**config.mk**
```make
export PLATFORM = sky130hd
export DESIGN_NAME = fetch_stage
export DESIGN_NICKNAME = d
export VERILOG_FILES = /design/src/rtl/arm_fetch_pkg.sv /design/src/rtl/fetch_stage_pipe_fetch_deco.sv /design/src/rtl/fetch_stage.sv
export SDC_FILE = /design/constraint.sdc
export NUM_CORES = 1
export LEC_CHECK = 0
export CAP_MARGIN = 10
export CORE_MARGIN = 2
export CORE_UTILIZATION = 35
export CTS_BUF_LIST = sky130_fd_sc_hd__clkbuf_8
export CTS_CLUSTER_SIZE = 40
export DETAILED_ROUTE_END_ITERATION = 8
export PLACE_DENSITY = 0.66
export SYNTH_ARGS = -nofsm -noshare
export SYNTH_HDL_FRONTEND = slang
export SYNTH_SLANG_ARGS = --single-unit
```
**constraint.sdc**
```tcl
create_clock -name Clk -period 3.03 [get_ports Clk]
set_clock_uncertainty 0.05 [all_clocks]
set_input_delay 0.7575 -clock Clk [delete_from_list [all_inputs] [get_ports Clk]]
set_output_delay 0.7575 -clock Clk [all_outputs]
set_load 0.005 [all_outputs]
```
**src/rtl/arm_fetch_pkg.sv**
```systemverilog
// rtl/arm_fetch_pkg.sv - shared types and constants for the ARM fetch stage
package arm_fetch_pkg;

    typedef enum logic [1:0] {
        S_IDLE = 2'd0,
        S_REQ  = 2'd1,
        S_HOLD = 2'd2
    } fetch_state_t;

    // MOV R0,R0: the bubble presented to decode when no real instruction is available
    localparam logic [31:0] NOP_INSTR = 32'hE1A0_0000;

    // Clears bits[1:0] so every instruction address stays word-aligned
    localparam logic [31:0] WORD_MASK = 32'hFFFF_FFFC;

endpackage

```
**src/rtl/fetch_stage_pipe_fetch_deco.sv**
```systemverilog
// rtl/fetch_stage_pipe_fetch_deco.sv - fetch/decode pipeline register with stall, flush and valid
module pipe_fetch_deco
    import arm_fetch_pkg::*;
#(
    parameter logic [31:0] BUBBLE        = NOP_INSTR,
    parameter logic [31:0] RESET_PCPLUS8 = 32'h0000_0008
) (
    input  logic        clk,
    input  logic        resetn,
    input  logic        stall,
    input  logic        flush,
    input  logic        load,
    input  logic [31:0] instr_d,
    input  logic [31:0] pc_plus8_d,
    output logic [31:0] instr_q,
    output logic [31:0] pc_plus8_q,
    output logic        valid_q
);

    // Flush beats stall; an unstalled cycle without a load inserts a bubble and keeps the old PC+8
    always_ff @(posedge clk) begin
        if (!resetn) begin
            instr_q    <= BUBBLE;
            pc_plus8_q <= RESET_PCPLUS8;
            valid_q    <= 1'b0;
        end else if (flush) begin
            instr_q <= BUBBLE;
            valid_q <= 1'b0;
        end else if (!stall) begin
            if (load) begin
                instr_q    <= instr_d;
                pc_plus8_q <= pc_plus8_d;
                valid_q    <= 1'b1;
            end else begin
                instr_q <= BUBBLE;
                valid_q <= 1'b0;
            end
        end
    end

endmodule

```
**src/rtl/fetch_stage.sv**
```systemverilog
// rtl/fetch_stage.sv - PC register, instruction-memory handshake FSM and redirect handling
module fetch_stage #(
    parameter logic [31:0] RESET_PC  = 32'h0000_0000,
    parameter logic [31:0] NOP_INSTR = arm_fetch_pkg::NOP_INSTR
) (
    input  logic        Clk,
    input  logic        Rst,
    input  logic        StallF,
    input  logic        StallD,
    input  logic        FlushD,
    input  logic        BranchTakenE,
    input  logic [31:0] ALUResultE,
    input  logic        PCSrcW,
    input  logic [31:0] ResultW,
    output logic [31:0] ImemAddr,
    output logic        ImemReq,
    input  logic [31:0] ImemRdata,
    input  logic        ImemAck,
    output logic [31:0] Instruction,
    output logic [31:0] PCPlus8D,
    output logic        ValidD
);

    import arm_fetch_pkg::fetch_state_t;
    import arm_fetch_pkg::S_IDLE;
    import arm_fetch_pkg::S_REQ;
    import arm_fetch_pkg::S_HOLD;
    import arm_fetch_pkg::WORD_MASK;

    fetch_state_t state_q, state_d;
    logic [31:0]  pc_q, pc_d;
    logic [31:0]  buf_q, buf_d;
    logic         pend_valid_q, pend_valid_d;
    logic [31:0]  pend_target_q, pend_target_d;
    logic         deliver;
    logic         redirect;
    logic         stall_any;
    logic [31:0]  target;
    logic [31:0]  fetched_word;

    // Execute-stage branch outranks the writeback PC write
    assign redirect     = BranchTakenE | PCSrcW;
    assign target       = (BranchTakenE ? ALUResultE : ResultW) & WORD_MASK;
    assign stall_any    = StallF | StallD;
    assign fetched_word = (state_q == S_HOLD) ? buf_q : ImemRdata;

    // Request and address come straight from state so they stay stable until the ack
    assign ImemReq  = (state_q == S_REQ);
    assign ImemAddr = pc_q;

    // State, PC, holding buffer and pending-redirect registers
    always_ff @(posedge Clk) begin
        if (!Rst) begin
            state_q       <= S_IDLE;
            pc_q          <= RESET_PC & WORD_MASK;
            buf_q         <= NOP_INSTR;
            pend_valid_q  <= 1'b0;
            pend_target_q <= 32'h0;
        end else begin
            state_q       <= state_d;
            pc_q          <= pc_d;
            buf_q         <= buf_d;
            pend_valid_q  <= pend_valid_d;
            pend_target_q <= pend_target_d;
        end
    end

    // Next-state, next-PC and delivery decision
    always_comb begin
        state_d       = state_q;
        pc_d          = pc_q;
        buf_d         = buf_q;
        pend_valid_d  = pend_valid_q;
        pend_target_d = pend_target_q;
        deliver       = 1'b0;
        case (state_q)
            S_IDLE: begin
                // Any ack seen here belongs to a request abandoned by reset
                state_d      = S_REQ;
                pend_valid_d = 1'b0;
                if (redirect) begin
                    pc_d = target;
                end
            end
            S_REQ: begin
                if (ImemAck) begin
                    pend_valid_d = 1'b0;
                    if (redirect) begin
                        pc_d = target;
                    end else if (pend_valid_q) begin
                        pc_d = pend_target_q;
                    end else if (stall_any) begin
                        buf_d   = ImemRdata;
                        state_d = S_HOLD;
                    end else begin
                        deliver = 1'b1;
                        pc_d    = pc_q + 32'd4;
                    end
                end else if (redirect) begin
                    // Address must not move mid-request; remember the newest target
                    pend_valid_d  = 1'b1;
                    pend_target_d = target;
                end
            end
            S_HOLD: begin
                if (redirect) begin
                    pc_d    = target;
                    state_d = S_REQ;
                end else if (!stall_any) begin
                    deliver = 1'b1;
                    pc_d    = pc_q + 32'd4;
                    state_d = S_REQ;
                end
            end
            default: begin
                state_d = S_IDLE;
            end
        endcase
    end

    pipe_fetch_deco #(
        .BUBBLE        (NOP_INSTR),
        .RESET_PCPLUS8 (RESET_PC + 32'd8)
    ) u_pipe_fetch_deco (
        .clk        (Clk),
        .resetn     (Rst),
        .stall      (StallD),
        .flush      (FlushD),
        .load       (deliver),
        .instr_d    (fetched_word),
        .pc_plus8_d (pc_q + 32'd8),
        .instr_q    (Instruction),
        .pc_plus8_q (PCPlus8D),
        .valid_q    (ValidD)
    );

endmodule

```
==> impl_metrics.py <==
metrics = {
    "status": {
        "status": "finished, final reports clean",
    },
    "drt": {
        "dr.first_iter.drc_count": 911,
        "antenna_left": 0,
        "drtPass1Iterations": 5,
        "vias": 8948,
        "drt-wirelength-per-cell_um": 17.64,
        "vias_per_cell": 5.520,
        "drc": 0,
        "drt_wl_total_um": 28600,
    },
    "run": {
        "maxCapViolCount": 0,
    },
    "floorplanning": {
        "rows": 57,
        "die_y_um": 160.0,
        "fp.dieArea_um2": 25590,
        "core_um2": 24110,
        "num_io_pins": 202,
        "die_w_um": 160.0,
        "start_util_pct": 35.33,
    },
    "worst_setup_path": {
        "ff2ff_path_depth": 7,
        "path_class": "input pin to flip-flop",
        "startpoint": "StallD",
        "crit_required_ns": 3.37,
        "crit_arrival_ns": 2.99,
        "startpoint_type": "input pin",
        "endpoint_kind": "flip-flop",
        "critPathMaxFanout": 2,
        "timing.rr.start": "state_q[1]$_SDFFE_PN0P_",
    },
    "yosys": {
        "synthTopCellsByArea": "dfxtp_1 37%, a21oi_1 7.1%, mux2i_1 6.8%, nor2_1 6.2%, nand2_1 5.3%",
        "netlist_area_um2": 8516,
        "synth_cells": 1094,
        "yosysSeqAreaShare_pct": 37.14,
        "ys_warn_count": 0,
        "synth_edf_count": 0,
        "netlist-cell-type-count": 71,
        "synth_top_area_share_pct": 37.14,
        "yosysTopAreaCell": "dfxtp_1",
        "ys.flop_type": "dfxtp_1",
        "async_flop_share_pct": 0,
        "synth_area_per_cell_um2": 7.784,
        "synth-seq-cells": 158,
    },
    "layout": {
        "area_growth_pct": 35.45,
        "layout-drive-gt1-share_pct": 10.56,
        "diodes": 0,
        "layout_commonest_cell": "clkdlybuf4s50_1",
        "final_cell_mix": "192 x clkdlybuf4s50_1, 158 x dfxtp_1, 139 x nor2_1",
        "final_nets": 1394,
    },
    "timing": {
        "setup_violations": 0,
        "hold_viol": 0,
        "period_share_pct": 87.50,
        "whs_ns": 0.4102,
        "slew_violations": 0,
        "fin_tns_setup_ns": 0,
        "slew_headroom_pct": 57.52,
        "fin_crit_ns": 2.651,
        "worst_slew_pin_slew_ns": 0.6324,
        "rsz0062_at_grt": "no",
        "clock.fmax_ghz": 0.3772,
    },
    "worst_hold_path": {
        "hold_path.class": "flip-flop to flip-flop",
        "hold_depth": 2,
        "hp-start": "buf_q[25]$_SDFFE_PN0P_",
    },
    "pwr": {
        "power.total_mw": 5.448,
        "p_leak_nw": 4.002,
        "intPower_mw": 3.525,
        "p_per_area_nw_per_um2": 472.3,
        "p_sw_mw": 1.923,
        "switching_share_pct": 35.29,
        "peakVddDrop_uv": 303.3,
        "p_clk_share_pct": 30.0,
        "pwr-share-seq_pct": 44.0,
        "pwr-share-comb_pct": 26.0,
    },
    "grt": {
        "grt_pass1_wl_um": 44900,
        "grt_max_degree": 79,
        "grt-ovfl-total": 0,
        "grtUsageTotal_pct": 21.89,
        "antenna_found_initial": 0,
        "grt_pass1_vias": 8242,
    },
    "clock_tree": {
        "cts.clk_slew.worst_paths_ns": 0.11,
        "post-cts-setup-buffers": 0,
        "ctsResizeCount": 0,
        "cts_buffers": 17,
        "clock_path_buffers": 2,
        "htree_num_levels": 4,
        "cts_hold_buf": 0,
        "cts_tree": "done",
        "cts_root_buf": "clkbuf_8",
        "clock_sinks": 158,
        "clock_latency_ns": 0.48,
    },
    "place": {
        "io_buffers": 193,
        "gp_congestion": 0.9300,
        "dp_hpwl_um": 21190,
    },
}
registers in the layout, indices dropped and copies added (netlist names):
signal	flops
buf_q	32
ImemAddr	30
u_pipe_fetch_deco.valid_q	1
pend_target_q	30
state_q	2
pend_valid_q	1
u_pipe_fetch_deco.instr_q	32
u_pipe_fetch_deco.pc_plus8_q	30
cell families after synthesis:
group	share of synthesized area, %
and+or+nand+nor	21.64
AOI/OAI and AO/OA	23.54
DFF	37.14
buffers and inverters	5.510
muxes	7.743
xor gates and xnor gates	3.497
adders and majority gates	0.8816
other	0.04404
layer usage:
metal | track usage (%) | wire length (um)
met4 | 7.125 | 660
met2 | 33.57 | 12520
met1 | 30.54 | 12860
met3 | 4.857 | 2553
met5 | 0 | 0
cell type report:
class	count	area, um^2
fill	2402	12570
timing repair buffer	270	2580
tap	324	405.4
sequential	158	3163
inverter	13	48.80
clock inverter	15	191.4
multi-input combinational	824	4912
clock buffer	17	234.0
path summary, 6_finish.rpt:
path	end	slack [ns]
worst min-delay path	buf_q[25]$_SDFFE_PN0P_	0.41
worst max register to register	ImemAddr[21]$_SDFFE_PN0P_	0.38
worst max-delay path	ImemAddr[27]$_SDFFE_PN0P_	0.38
worst min register to register	buf_q[25]$_SDFFE_PN0P_	0.41
cells in the mapped netlist (4+ instances only):
| cell type | instances |
|---|---|
| buf_2 | 9 |
| or4_1 | 4 |
| o211ai_1 | 8 |
| ha_1 | 6 |
| and4_1 | 6 |
| a211o_1 | 6 |
| nand2_1 | 121 |
| o21ai_0 | 54 |
| o22ai_1 | 11 |
| and3_1 | 6 |
| and2_1 | 6 |
| o31ai_1 | 8 |
| mux2_2 | 7 |
| dfxtp_1 | 158 |
| a31oi_1 | 11 |
| or2_2 | 6 |
| a211oi_1 | 46 |
| or3b_2 | 4 |
| buf_1 | 6 |
| xnor2_1 | 18 |
| inv_1 | 12 |
| a221o_1 | 4 |
| nor2_1 | 141 |
| buf_4 | 5 |
| mux2i_1 | 58 |
| xor2_1 | 16 |
| clkbuf_1 | 81 |
| nand2b_1 | 10 |
| nor4_1 | 6 |
| o2bb2ai_1 | 5 |
| a21oi_1 | 121 |
| nor3_1 | 23 |
| nand4_1 | 15 |
| nand3_1 | 31 |
| a311oi_1 | 4 |
per-stage QoR:
step	setup WS, ns	util (%)	cells	cell area, um^2
final	0.3788	47.85	1621	11530
after global routing	0.2351	47.85	1621	11530
after CTS	0.3866	47.85	1621	11530
after detailed placement	-0.1326	46.09	1589	11110
after global placement	-0.1111	46.09	1589	11110
after floorplan	0.2603	-	1097	8527
critical path, stage by stage:
cell and delay (ns):
clkdlybuf4s50_1 0.46, or3b_1 0.45, or4_4 0.57, o41ai_4 0.36
a31oi_1 0.12, a211o_1 0.27
power by group through the flow:
| stage | Sequential (mW) | Clock (mW) | Combinational (mW) |
|---|---|---|---|
| final | 2.40 | 1.63 | 1.42 |
| after global routing | 2.42 | 1.75 | 1.54 |
| after floorplan | 2.36 | 0 | 0.772 |
| after global placement | 2.44 | 0 | 1.38 |
| after detailed placement | 2.44 | 0 | 1.39 |
| after CTS | 2.39 | 1.66 | 1.40 |
Note: power is estimated with default switching activity, not from simulation.
